File: config.mk
export PLATFORM = sky130hd
export DESIGN_NAME = note_lane_engine
export DESIGN_NICKNAME = d
export VERILOG_FILES = /design/src/rtl/note_lane_engine.sv
export SDC_FILE = /design/constraint.sdc
export NUM_CORES = 1
export LEC_CHECK = 0
export ABC_AREA = 1
export BUFFER_PORTS_ARGS = -buffer_cell sky130_fd_sc_hd__buf_2
export CAP_MARGIN = 10
export CORE_ASPECT_RATIO = 0.7
export CORE_UTILIZATION = 62
export DETAILED_ROUTE_END_ITERATION = 8
export PLACE_DENSITY_LB_ADDON = 0.1
export REMOVE_ABC_BUFFERS = 1
export SYNTH_ARGS = -nofsm -noshare
export SYNTH_HDL_FRONTEND = slang
export SYNTH_SLANG_ARGS = --single-unit
export TNS_END_PERCENT = 5
File: constraint.sdc
create_clock -name clk -period 9 [get_ports clk]
set_clock_uncertainty 0.1 [all_clocks]
set_input_delay 0.9 -clock clk [delete_from_list [all_inputs] [get_ports clk]]
set_output_delay 0.9 -clock clk [all_outputs]
set_load 0.01 [all_outputs]
File: src/rtl/note_lane_engine.sv
// ----------------------------------------------------------------------------
// note_lane_engine
//
// Purpose:
//   Runs LANES independent falling-note lanes for a rhythm-game display.
//   Each lane is a small FSM (IDLE -> FALL -> HIT -> IDLE, or FALL -> IDLE on
//   a miss) holding a 10-bit vertical position. A pixel compositor reports
//   whether the current raster pixel (x,y) lies on a visible sprite and, if
//   so, the sprite ROM address for that pixel. Overlapping sprites resolve to
//   the lowest lane index.
//
// Ports:
//   clk          in   1        system clock, all state on rising edge
//   reset        in   1        asynchronous, active-low reset
//   frame_tick   in   1        one-cycle pulse between frames
//   x            in   10       current pixel column
//   y            in   9        current pixel row
//   spawn        in   LANES    per-lane note start request (level-sampled)
//   strike       in   LANES    per-lane player strike pulse
//   in_bounds    out  1        pixel covered by a visible sprite (1 clk latency)
//   sprite_addr  out  ADDR_W   sprite ROM address (1 clk latency), else 0
//   hit_pulse    out  LANES    one-cycle hit event
//   miss_pulse   out  LANES    one-cycle miss event
//   lane_busy    out  LANES    lane is not IDLE
//
// Configuration:
//   NOTE_LANE_AUTOSPAWN_EN  when defined, a 16-bit LFSR stepped on each
//                           frame_tick launches a note on lane lfsr[2:0] mod
//                           LANES every 32nd frame_tick, ORed with spawn.
// ----------------------------------------------------------------------------
module note_lane_engine #(
    parameter int LANES      = 4,
    parameter int LANE_PITCH = 80,
    parameter int SPRITE_W   = 50,
    parameter int SPRITE_H   = 50,
    parameter int SCREEN_H   = 480,
    parameter int SPEED      = 2,
    parameter int HIT_Y      = 400,
    parameter int HIT_WIN    = 16
) (
    input  logic                                 clk,
    input  logic                                 reset,
    input  logic                                 frame_tick,
    input  logic [9:0]                           x,
    input  logic [8:0]                           y,
    input  logic [LANES-1:0]                     spawn,
    input  logic [LANES-1:0]                     strike,
    output logic                                 in_bounds,
    output logic [$clog2(SPRITE_W*SPRITE_H)-1:0] sprite_addr,
    output logic [LANES-1:0]                     hit_pulse,
    output logic [LANES-1:0]                     miss_pulse,
    output logic [LANES-1:0]                     lane_busy
);

    localparam int ADDR_W = $clog2(SPRITE_W*SPRITE_H);

    typedef enum logic [1:0] {
        IDLE = 2'd0,
        FALL = 2'd1,
        HIT  = 2'd2
    } laneState_t;

    laneState_t        r_state   [LANES];
    logic [9:0]        r_laneY   [LANES];
    logic [2:0]        r_hitCnt  [LANES];
    logic              r_inBounds;
    logic [ADDR_W-1:0] r_spriteAddr;
    logic [LANES-1:0]  r_hitPulse;
    logic [LANES-1:0]  r_missPulse;

    laneState_t        w_nextState [LANES];
    logic [9:0]        w_nextY     [LANES];
    logic [2:0]        w_nextCnt   [LANES];
    logic [10:0]       w_sum       [LANES];
    logic [LANES-1:0]  w_hit;
    logic [LANES-1:0]  w_miss;
    logic [LANES-1:0]  w_spawn;
    int                w_dx        [LANES];
    int                w_dy        [LANES];
    logic              w_inBounds;
    logic [ADDR_W-1:0] w_spriteAddr;

`ifdef NOTE_LANE_AUTOSPAWN_EN
    logic [15:0]      r_lfsr;
    logic [4:0]       r_tickCnt;
    logic [LANES-1:0] w_autoSpawn;

    // Fibonacci LFSR (taps 16,14,13,11) plus a frame counter; both advance
    // only on frame_tick so auto-spawns are paced in frames, not clocks.
    always_ff @(posedge clk or negedge reset) begin
        if (!reset) begin
            r_lfsr    <= 16'hACE1;
            r_tickCnt <= '0;
        end else if (frame_tick) begin
            r_lfsr    <= {r_lfsr[14:0], r_lfsr[15] ^ r_lfsr[13] ^ r_lfsr[12] ^ r_lfsr[10]};
            r_tickCnt <= r_tickCnt + 5'd1;
        end
    end

    // The 32nd frame_tick of each group fires one internal spawn request on
    // the lane selected by the low LFSR bits.
    always_comb begin
        w_autoSpawn = '0;
        for (int i = 0; i < LANES; i++) begin
            if (frame_tick && (r_tickCnt == 5'd31) && ((int'(r_lfsr[2:0]) % LANES) == i)) begin
                w_autoSpawn[i] = 1'b1;
            end
        end
    end

    assign w_spawn = spawn | w_autoSpawn;
`else
    assign w_spawn = spawn;
`endif

    // Per-lane next-state logic. A valid strike is judged on the position
    // held before this cycle's frame advance and beats a bottom-exit miss.
    always_comb begin
        for (int i = 0; i < LANES; i++) begin
            w_nextState[i] = r_state[i];
            w_nextY[i]     = r_laneY[i];
            w_nextCnt[i]   = r_hitCnt[i];
            w_sum[i]       = {1'b0, r_laneY[i]} + 11'(SPEED);
            w_hit[i]       = 1'b0;
            w_miss[i]      = 1'b0;
            case (r_state[i])
                IDLE: begin
                    if (w_spawn[i]) begin
                        w_nextState[i] = FALL;
                        w_nextY[i]     = '0;
                    end
                end
                FALL: begin
                    if (strike[i] && (int'(r_laneY[i]) >= HIT_Y - HIT_WIN)
                                  && (int'(r_laneY[i]) <= HIT_Y + HIT_WIN)) begin
                        w_nextState[i] = HIT;
                        w_nextCnt[i]   = '0;
                        w_hit[i]       = 1'b1;
                    end else if (frame_tick) begin
                        if (w_sum[i] >= 11'(SCREEN_H)) begin
                            w_nextState[i] = IDLE;
                            w_nextY[i]     = '0;
                            w_miss[i]      = 1'b1;
                        end else begin
                            w_nextY[i] = w_sum[i][9:0];
                        end
                    end
                end
                HIT: begin
                    if (frame_tick) begin
                        if (r_hitCnt[i] == 3'd7) begin
                            w_nextState[i] = IDLE;
                            w_nextY[i]     = '0;
                            w_nextCnt[i]   = '0;
                        end else begin
                            w_nextCnt[i] = r_hitCnt[i] + 3'd1;
                        end
                    end
                end
                default: begin
                    w_nextState[i] = IDLE;
                    w_nextY[i]     = '0;
                    w_nextCnt[i]   = '0;
                end
            endcase
        end
    end

    // Pixel offsets of (x,y) relative to each lane's sprite origin; negative
    // values mean the pixel is above/left of the sprite.
    always_comb begin
        for (int i = 0; i < LANES; i++) begin
            w_dx[i] = int'(x) - i * LANE_PITCH;
            w_dy[i] = int'(y) - int'(r_laneY[i]);
        end
    end

    // Walk from the highest lane down so the lowest covering lane wins.
    always_comb begin
        w_inBounds   = 1'b0;
        w_spriteAddr = '0;
        for (int i = LANES - 1; i >= 0; i--) begin
            if ((r_state[i] != IDLE) && (w_dx[i] >= 0) && (w_dx[i] < SPRITE_W)
                                     && (w_dy[i] >= 0) && (w_dy[i] < SPRITE_H)) begin
                w_inBounds   = 1'b1;
                w_spriteAddr = ADDR_W'(w_dx[i] + w_dy[i] * SPRITE_W);
            end
        end
    end

    // State, position, counters and the registered compositor/event outputs.
    always_ff @(posedge clk or negedge reset) begin
        if (!reset) begin
            for (int i = 0; i < LANES; i++) begin
                r_state[i]  <= IDLE;
                r_laneY[i]  <= '0;
                r_hitCnt[i] <= '0;
            end
            r_inBounds   <= 1'b0;
            r_spriteAddr <= '0;
            r_hitPulse   <= '0;
            r_missPulse  <= '0;
        end else begin
            for (int i = 0; i < LANES; i++) begin
                r_state[i]  <= w_nextState[i];
                r_laneY[i]  <= w_nextY[i];
                r_hitCnt[i] <= w_nextCnt[i];
            end
            r_inBounds   <= w_inBounds;
            r_spriteAddr <= w_spriteAddr;
            r_hitPulse   <= w_hit;
            r_missPulse  <= w_miss;
        end
    end

    // Busy flags come straight from the state registers.
    always_comb begin
        for (int i = 0; i < LANES; i++) begin
            lane_busy[i] = (r_state[i] != IDLE);
        end
    end

    assign in_bounds   = r_inBounds;
    assign sprite_addr = r_spriteAddr;
    assign hit_pulse   = r_hitPulse;
    assign miss_pulse  = r_missPulse;

endmodule

======== After elaboration in Yosys (flattened, before gate mapping) ========
Cells that the tools add are included.
cells by class
  add/subtract/negate cells ............... 19
  multipliers ............................. 4
  $lt $le $gt $ge ......................... 28
  equality and inequality tests ........... 44
  multiplexer cells ....................... 104
  bitwise logic cells ..................... 4
  reduce and logical (&&, ||, !) cells .... 44
operator list
  cell                                                                                   count
  10-bit two-way mux                                                                     24
  10-bit one-hot mux with 3 select lines                                                 4
  11-bit by 1-bit greater-or-equal comparator with 1-bit output (second input constant)  7
  11-bit by 7-bit less-than comparator with 1-bit output (second input constant)         7
  11-bit by 12-bit adder with 12-bit output                                              4
  12-bit two-way mux                                                                     4
  2-bit two-way mux                                                                      24
  2-bit != test (second input constant)                                                  24
  10-bit by 2-bit adder with 11-bit output (second input constant)                       4
  11-bit by 9-bit greater-or-equal comparator with 1-bit output (second input constant)  4
  11-bit by 6-bit multiplier with 11-bit output (second input constant)                  4
  9-bit by 10-bit subtractor with 11-bit output                                          4
  10-bit by 9-bit greater-or-equal comparator with 1-bit output (second input constant)  4
  10-bit by 9-bit <= comparator with 1-bit output (second input constant)                4
  5-bit AND reduction                                                                    8
  3-bit two-way mux                                                                      12
  3-bit one-hot mux with 3 select lines                                                  4
  1-bit two-way mux                                                                      28
  1-bit logical AND                                                                      24
  3-bit != test (second input constant)                                                  8
  2-bit one-hot mux with 3 select lines                                                  4
  10-bit by 8-bit subtractor with 11-bit output (second input constant)                  2
  3-bit by 1-bit adder with 3-bit output (second input constant)                         4
  3-bit equality test (second input constant)                                            4
  other kinds (9)                                                                        27
word-level totals
  flip-flop bits (word level) ............. 81
  input port bits ......................... 30
  output and inout bits ................... 25

======== Depth between registers and ports, before layout ========
Gate-level depths: netlist (run 1).
  depth in word-level cells ............... 10
  gate-level depth with buffers ........... 32

======== Worst setup path after synthesis (run 1) ========
No wires, ideal clock.
  kind .................................... input port to flip-flop
  start ................................... input port y[2]
  end ..................................... register r_spriteAddr[11] (netlist: sprite_addr[11])
  setup time .............................. 116 ps
  arrival ................................. 5048 ps
  data required time ...................... 8784 ps
  path slack .............................. 3736 ps
  stages on the path ...................... 25
  path through ............................ ha_1 -> a21oi_1 -> o21ai_0 -> or2_2 -> xor2_1 -> inv_1 -> ha_1 -> fa_1 -> ha_1 -> ha_1 -> a21oi_1 -> o21ai_0 -> xor2_1 -> ha_1 -> inv_1 -> nor3_1 -> nand3_1 -> nand3_1 -> inv_1 -> nand3_1 -> nand3_1 -> nand2_1 -> inv_1 -> nand2_1 -> nand2_1
between the ends
  longest elaborated chain between the ends .. 8
  elaborated cells between the ends (all ways) .. 32
  classes of those cells .................. 8 x add/sub; 4 x mul; 8 x order compare; 4 x mux; 8 x reduce/logical
RTL lines
  element                                                                                            RTL line  text
  start: declaration                                                                                 45        input logic [8:0] y,
  parallel branches: the longest is 7 deep, another holds 11-bit by 12-bit adder with 12-bit output  --
  12-bit two-way mux *                                                                               183       if ((r_state[i] != IDLE) && (w_dx[i] >= 0) && (w_dx[i] < SPRITE_W)
  via w_spriteAddr[11]                                                                               81        logic [ADDR_W-1:0] w_spriteAddr;
  end signal: assignment                                                                             210       r_spriteAddr <= w_spriteAddr;
  end: declaration                                                                                   67        logic [ADDR_W-1:0] r_spriteAddr;
Mark *: on every way through the listed nets, which the timed path passes.
A chain may end at the register's enable or synchronous reset.

======== Final worst setup path (run 1) ========
  start ................................... input port y[1]
  end ..................................... register r_spriteAddr[10] (netlist: sprite_addr[10])
The elaborated chain is that of the path after synthesis.

==> results of run 1 <==
-- through the flow --
step | setup WS [ps] | instances | area (um^2)
final | 3373 | 1895 | 12040
after global routing | 2887 | 1895 | 12040
after CTS | 3394 | 1895 | 12040
after detailed placement | 3044 | 1879 | 11720
after global placement | 3240 | 1879 | 11720
after floorplan | 3736 | 1593 | 11150
-- layer usage --
metal  global-route usage  part of all wire  up-vias
met1               0.4534              0.47     4762
met5                    0                 0        -
met2               0.4900              0.43      327
met4              0.05220            0.0088        0
met3              0.06556             0.085       24
li1                     -                 -     5261
-- logic make-up (layout without fill, tap and decap cells) --
group                    after synthesis  count (layout)  share of synthesized area
AO/OA/AOI/OAI                        197             197                     0.1012
XOR/XNOR                              89              89                    0.07182
adder cells (fa/ha/maj)              221             221                     0.2685
buffers and inverters                314             381                     0.1062
flip-flops                            77              77                     0.1725
multiplexers                           2               2                   0.001793
other                                  2               4                  0.0006725
AND/OR/NAND/NOR                      693             693                     0.2773
-- worst max-delay path: stages --
cell and delay (ps):
buf_2 240, inv_1 140, fa_1 450, inv_1 110
nand3_1 70, nand3_1 120, xor2_1 360, ha_1 310
inv_1 70, fa_1 410, inv_1 70, ha_1 220
ha_1 370, nand2_1 90, nand2_1 60, a31oi_1 170
xor2_1 180, inv_1 60, ha_1 380, inv_1 60
nor3_1 230, nand3_1 110, nand4_1 150, xor2_1 160
nand2_1 60, nand3_1 110, nand2_1 70, nand2_1 60
-- Yosys cell counts (19+ instances only) --
cell type	instances	area (um^2)
nand2_1	362	1359
inv_1	298	1119
ha_1	190	2377
nor2_1	116	435.4
nand3_1	109	545.5
dfrtp_1	77	1927
xor2_1	67	586.8
a21oi_1	64	320.3
o21ai_0	61	305.3
fa_1	31	620.6
nand4_1	30	187.7
o22ai_1	26	162.7
nor3_1	24	120.1
xnor2_1	19	166.4
-- path summary, 6_finish.rpt --
kind | from | endpoint | cells after the start
min in group clk | r_hitCnt[4] | r_hitCnt[4] | 2
max in group asynchronous | reset | r_laneY[9] | 2
worst max register to register | r_laneY[21] | sprite_addr[10] | 26
worst max-delay path | y[1] | sprite_addr[10] | 28
worst min-delay path | reset | sprite_addr[8] | 1
worst min register to register | r_hitCnt[4] | r_hitCnt[4] | 2
-- cell type report --
class / instances / area share
Inverter: 310 / 0.09666
Clock buffer: 10 / 0.01902
Multi-Input combinational cell: 1206 / 0.6697
Sequential cell: 77 / 0.1601
Tap cell: 231 / 0.02401
Timing Repair Buffer: 55 / 0.02328
Clock inverter: 6 / 0.007276
-- registers in the layout (all words and copies together), names as in the netlist --
name and count:
sprite_addr 12, hit_pulse 4, in_bounds 1, r_laneY 36, r_state 8, r_hitCnt 12
miss_pulse 4
==> out/metrics.yaml, run 1 <==
drtAntennaViolNets: 0
portBuffers: 54
die_w_um: 162.4
synth_cell_types: 52
hold_path.class: "in2async"
gp_congestion: 0.9452
drt_iter0_drc: 1052
register_area_mm2: 0.001927
ctsResizeCount: 0
vias_per_cell: 5.474
status: "finished clean"
htree_levels: 3
ys_seq_elements: 77
core-area_mm2: 0.01737
grt_pass1_vias: 9454
synth_area_mm2: 0.01117
core.rowCount: 40
fp.dieArea_mm2: 0.01856
firstDrtPassIters: 6
cap_violations: 0
fillerInstances: 1472
pin_count: 55
crit_type: "in2reg"
insertion_delay_ps: 350
cts_buffers: 9
cp.arrival_ps: 5810
antenna_found_initial: 0
finalCriticalPeriod_ps: 5627
grt_pass1_wl_um: 45980
hold_viol_final: 0
clock_sinks: 77
syn-instance-count: 1595
postCtsHoldBufs: 0
timing.final.crit_share: 0.6253
wl_um: 28190
max_freq_ghz: 0.1777
grt_max_degree: 66
final_cell_mix: "nand2_1, inv_1, ha_1"
multiInputGateArea_mm2: 0.008061
clockBufferDepth: 2
die_height_um: 114.3
fin_util: 0.6932
yosysSeqAreaShare: 0.1725
synth_warnings: 0
cts_tree: "yes"
relSlewSlack: 0.4470
worstSetupStartpointType: "input port"
synth_ff_type: "dfrtp_1"
area_growth_pct: 7.798
timing.hold.ws_ps: 298.4
setup_tns_ps: 0
avgRoutedWirePerCell_um: 14.88
layout_commonest_cell: "nand2_1"
hpwl_um: 23330
cts_setup_buffers: 0
worst_pin_slew_ps: 829.4
drv_slew: 0
nets: 1910
cts.clk_slew.worst_paths_ps: 70
vias: 10370
gr-total-overflow: 0
syn_avg_cell_area_um2: 7.001
endpoint_kind: "register"
drc: 0
drive_gt1_frac: 0.07993
reg2reg_setup_slack_ps: 3720
async_flop_share: 1.000
setup_viol: 0
root_buffer: "clkbuf_16"
rsz0062_at_grt: "false"
crit_fanout: 7
worstPathRequired_ps: 9190
track_usage: 0.3147
n_antenna_cell: 0
synth_edf_count: 0
initial_core_util: 0.6430
Power of run 1 is not shown: default switching activity piles up to over one toggle a cycle in this logic, so the estimate is an artifact.
==> inputs of run 2 (changes only) <==
Clock period 9 ns to 5.25 ns, I/O delays scaled along.
==> run 2 against run 1 <==
Net effect:
- cell count is 1.6% higher
- critical endpoint is now sprite_addr[11]
- largest cell class unchanged
- critical path type is now reg2reg
- register-to-register slack lost 3400 ps
- routed wire length grew 1.8%
==> out/metrics.yaml, run 2 (synthesis gave the netlist of run 1 again) <==
drv_slew: 0
crit_type: "reg2reg"
core-area_mm2: 0.01737
layout_commonest_cell: "nand2_1"
grt_max_degree: 64
drive_gt1_frac: 0.1103
grt_pass1_wl_um: 46660
nets: 1941
timing.hold.ws_ps: 273.7
cp.arrival_ps: 5120
final_cell_mix: "nand2_1, inv_1, ha_1"
reg2reg_setup_slack_ps: 270
crit_end: "sprite_addr[11]"
r2r-start: "r_laneY[24]"
die_w_um: 162.4
drt_iter0_drc: 850
register_area_mm2: 0.001929
track_usage: 0.3175
insertion_delay_ps: 350
cap_violations: 0
clockBufferDepth: 2
grt_pass1_vias: 9683
cts_buffers: 9
status: "finished clean"
antenna_found_initial: 0
worstPathRequired_ps: 5390
largest_register_ffs: 36
die_height_um: 114.3
portBuffers: 54
n_antenna_cell: 0
gp_congestion: 0.9793
root_buffer: "clkbuf_16"
multiInputGateArea_mm2: 0.008163
setup_viol: 0
regToRegEndpoint: "sprite_addr[11]"
stdcell_count: 1926
hold_path.class: "in2reg"
area_growth_pct: 10.68
dp_cells: 1904
hold_viol_final: 0
htree_levels: 3
drtAntennaViolNets: 0
fillerInstances: 1518
vias_per_cell: 5.489
crit_fanout: 4
crit_slowest_cell: "fa_1"
gr-total-overflow: 0
hpwl_um: 23670
clock_sinks: 77
finalCriticalPeriod_ps: 4979
cpPeakStageDelay_ps: 480
drc: 0
pin_count: 55
max_freq_ghz: 0.2009
cts_tree: "yes"
startpoint: "r_laneY[24]"
timing.final.crit_share: 0.9483
worstSetupStartpointType: "register"
cp_common_cell: "inv_1"
top_register: "r_laneY"
endpoint_kind: "register"
worst_pin_slew_ps: 785.9
core.rowCount: 40
firstDrtPassIters: 5
fp.dieArea_mm2: 0.01856
avgRoutedWirePerCell_um: 14.91
cts.clk_slew.worst_paths_ps: 70
wl_um: 28710
rr_worst_depth: 28
initial_core_util: 0.6430
relSlewSlack: 0.4760
vias: 10570
run 2: cell count changes in the layout (fill, tap and decap cells not counted), moves of 3 or more:
cell,delta
inv_2,+3
ha_1,-7
buf_4,+30
ha_4,+3
inv_1,-3
ha_2,+4
run 2: layout make-up:
class | instances | share of cell area
Tap cell | 231 | 0.02339
Inverter | 310 | 0.09415
Timing Repair Buffer | 86 | 0.04171
Multi-Input combinational cell | 1206 | 0.6605
Clock buffer | 10 | 0.01853
Sequential cell | 77 | 0.1561
Clock inverter | 6 | 0.005669
run 2: per-stage QoR:
step                setup TNS, ps    util  area, um^2  setup slack (ps)
CTS                             0  0.7035       12220             164.5
finish                          0  0.7117       12360             271.2
global placement                0  0.6857       11910             14.32
floorplan                       0       -       11150             360.9
detailed placement         -146.1  0.6857       11910            -98.85
global route               -15.28  0.7117       12360            -15.28
run 2: worst max-delay path: cells and delay by family, from the launching register on:
family / cells / cell delay [ps]
XOR/XNOR: 2 / 250
AND/OR/NAND/NOR: 9 / 1050
AO/OA/AOI/OAI: 3 / 410
flip-flops: 1 / 390
adder cells (fa/ha/maj): 6 / 1970
buffers and inverters: 8 / 690
run 2: worst min path at each step:
stage	startpoint	end	slack, ps	cells past startpoint
5_1_grt	x[0]	sprite_addr[0]	280	3
3_5_place_dp	reset	sprite_addr[8]	340	1
3_3_place_gp	reset	sprite_addr[7]	330	1
6_report	x[0]	sprite_addr[0]	270	3
4_1_cts	x[0]	sprite_addr[0]	270	3
2_1_floorplan	reset	hit_pulse[0]	130	0
run 2: what timing repair did:
action / 4_1_cts / 5_1_grt
setup endpoints to repair: 0 / 2
hold endpoints to repair: 14 / 0
hold buffers: 1 / 0
resized for setup: 0 / 26
setup buffers: 0 / 5
run 2: routing by layer:
metal	routed length (um)	global-route usage	share of wire	vias to the layer above
li1	-	-	-	5314
met1	13700	0.4569	0.48	4888
met2	12430	0.4963	0.43	337
met3	2150	0.05614	0.075	32
met4	429	0.06604	0.015	0
met5	0	0	0	-
Power of run 2 is left out for the same reason.
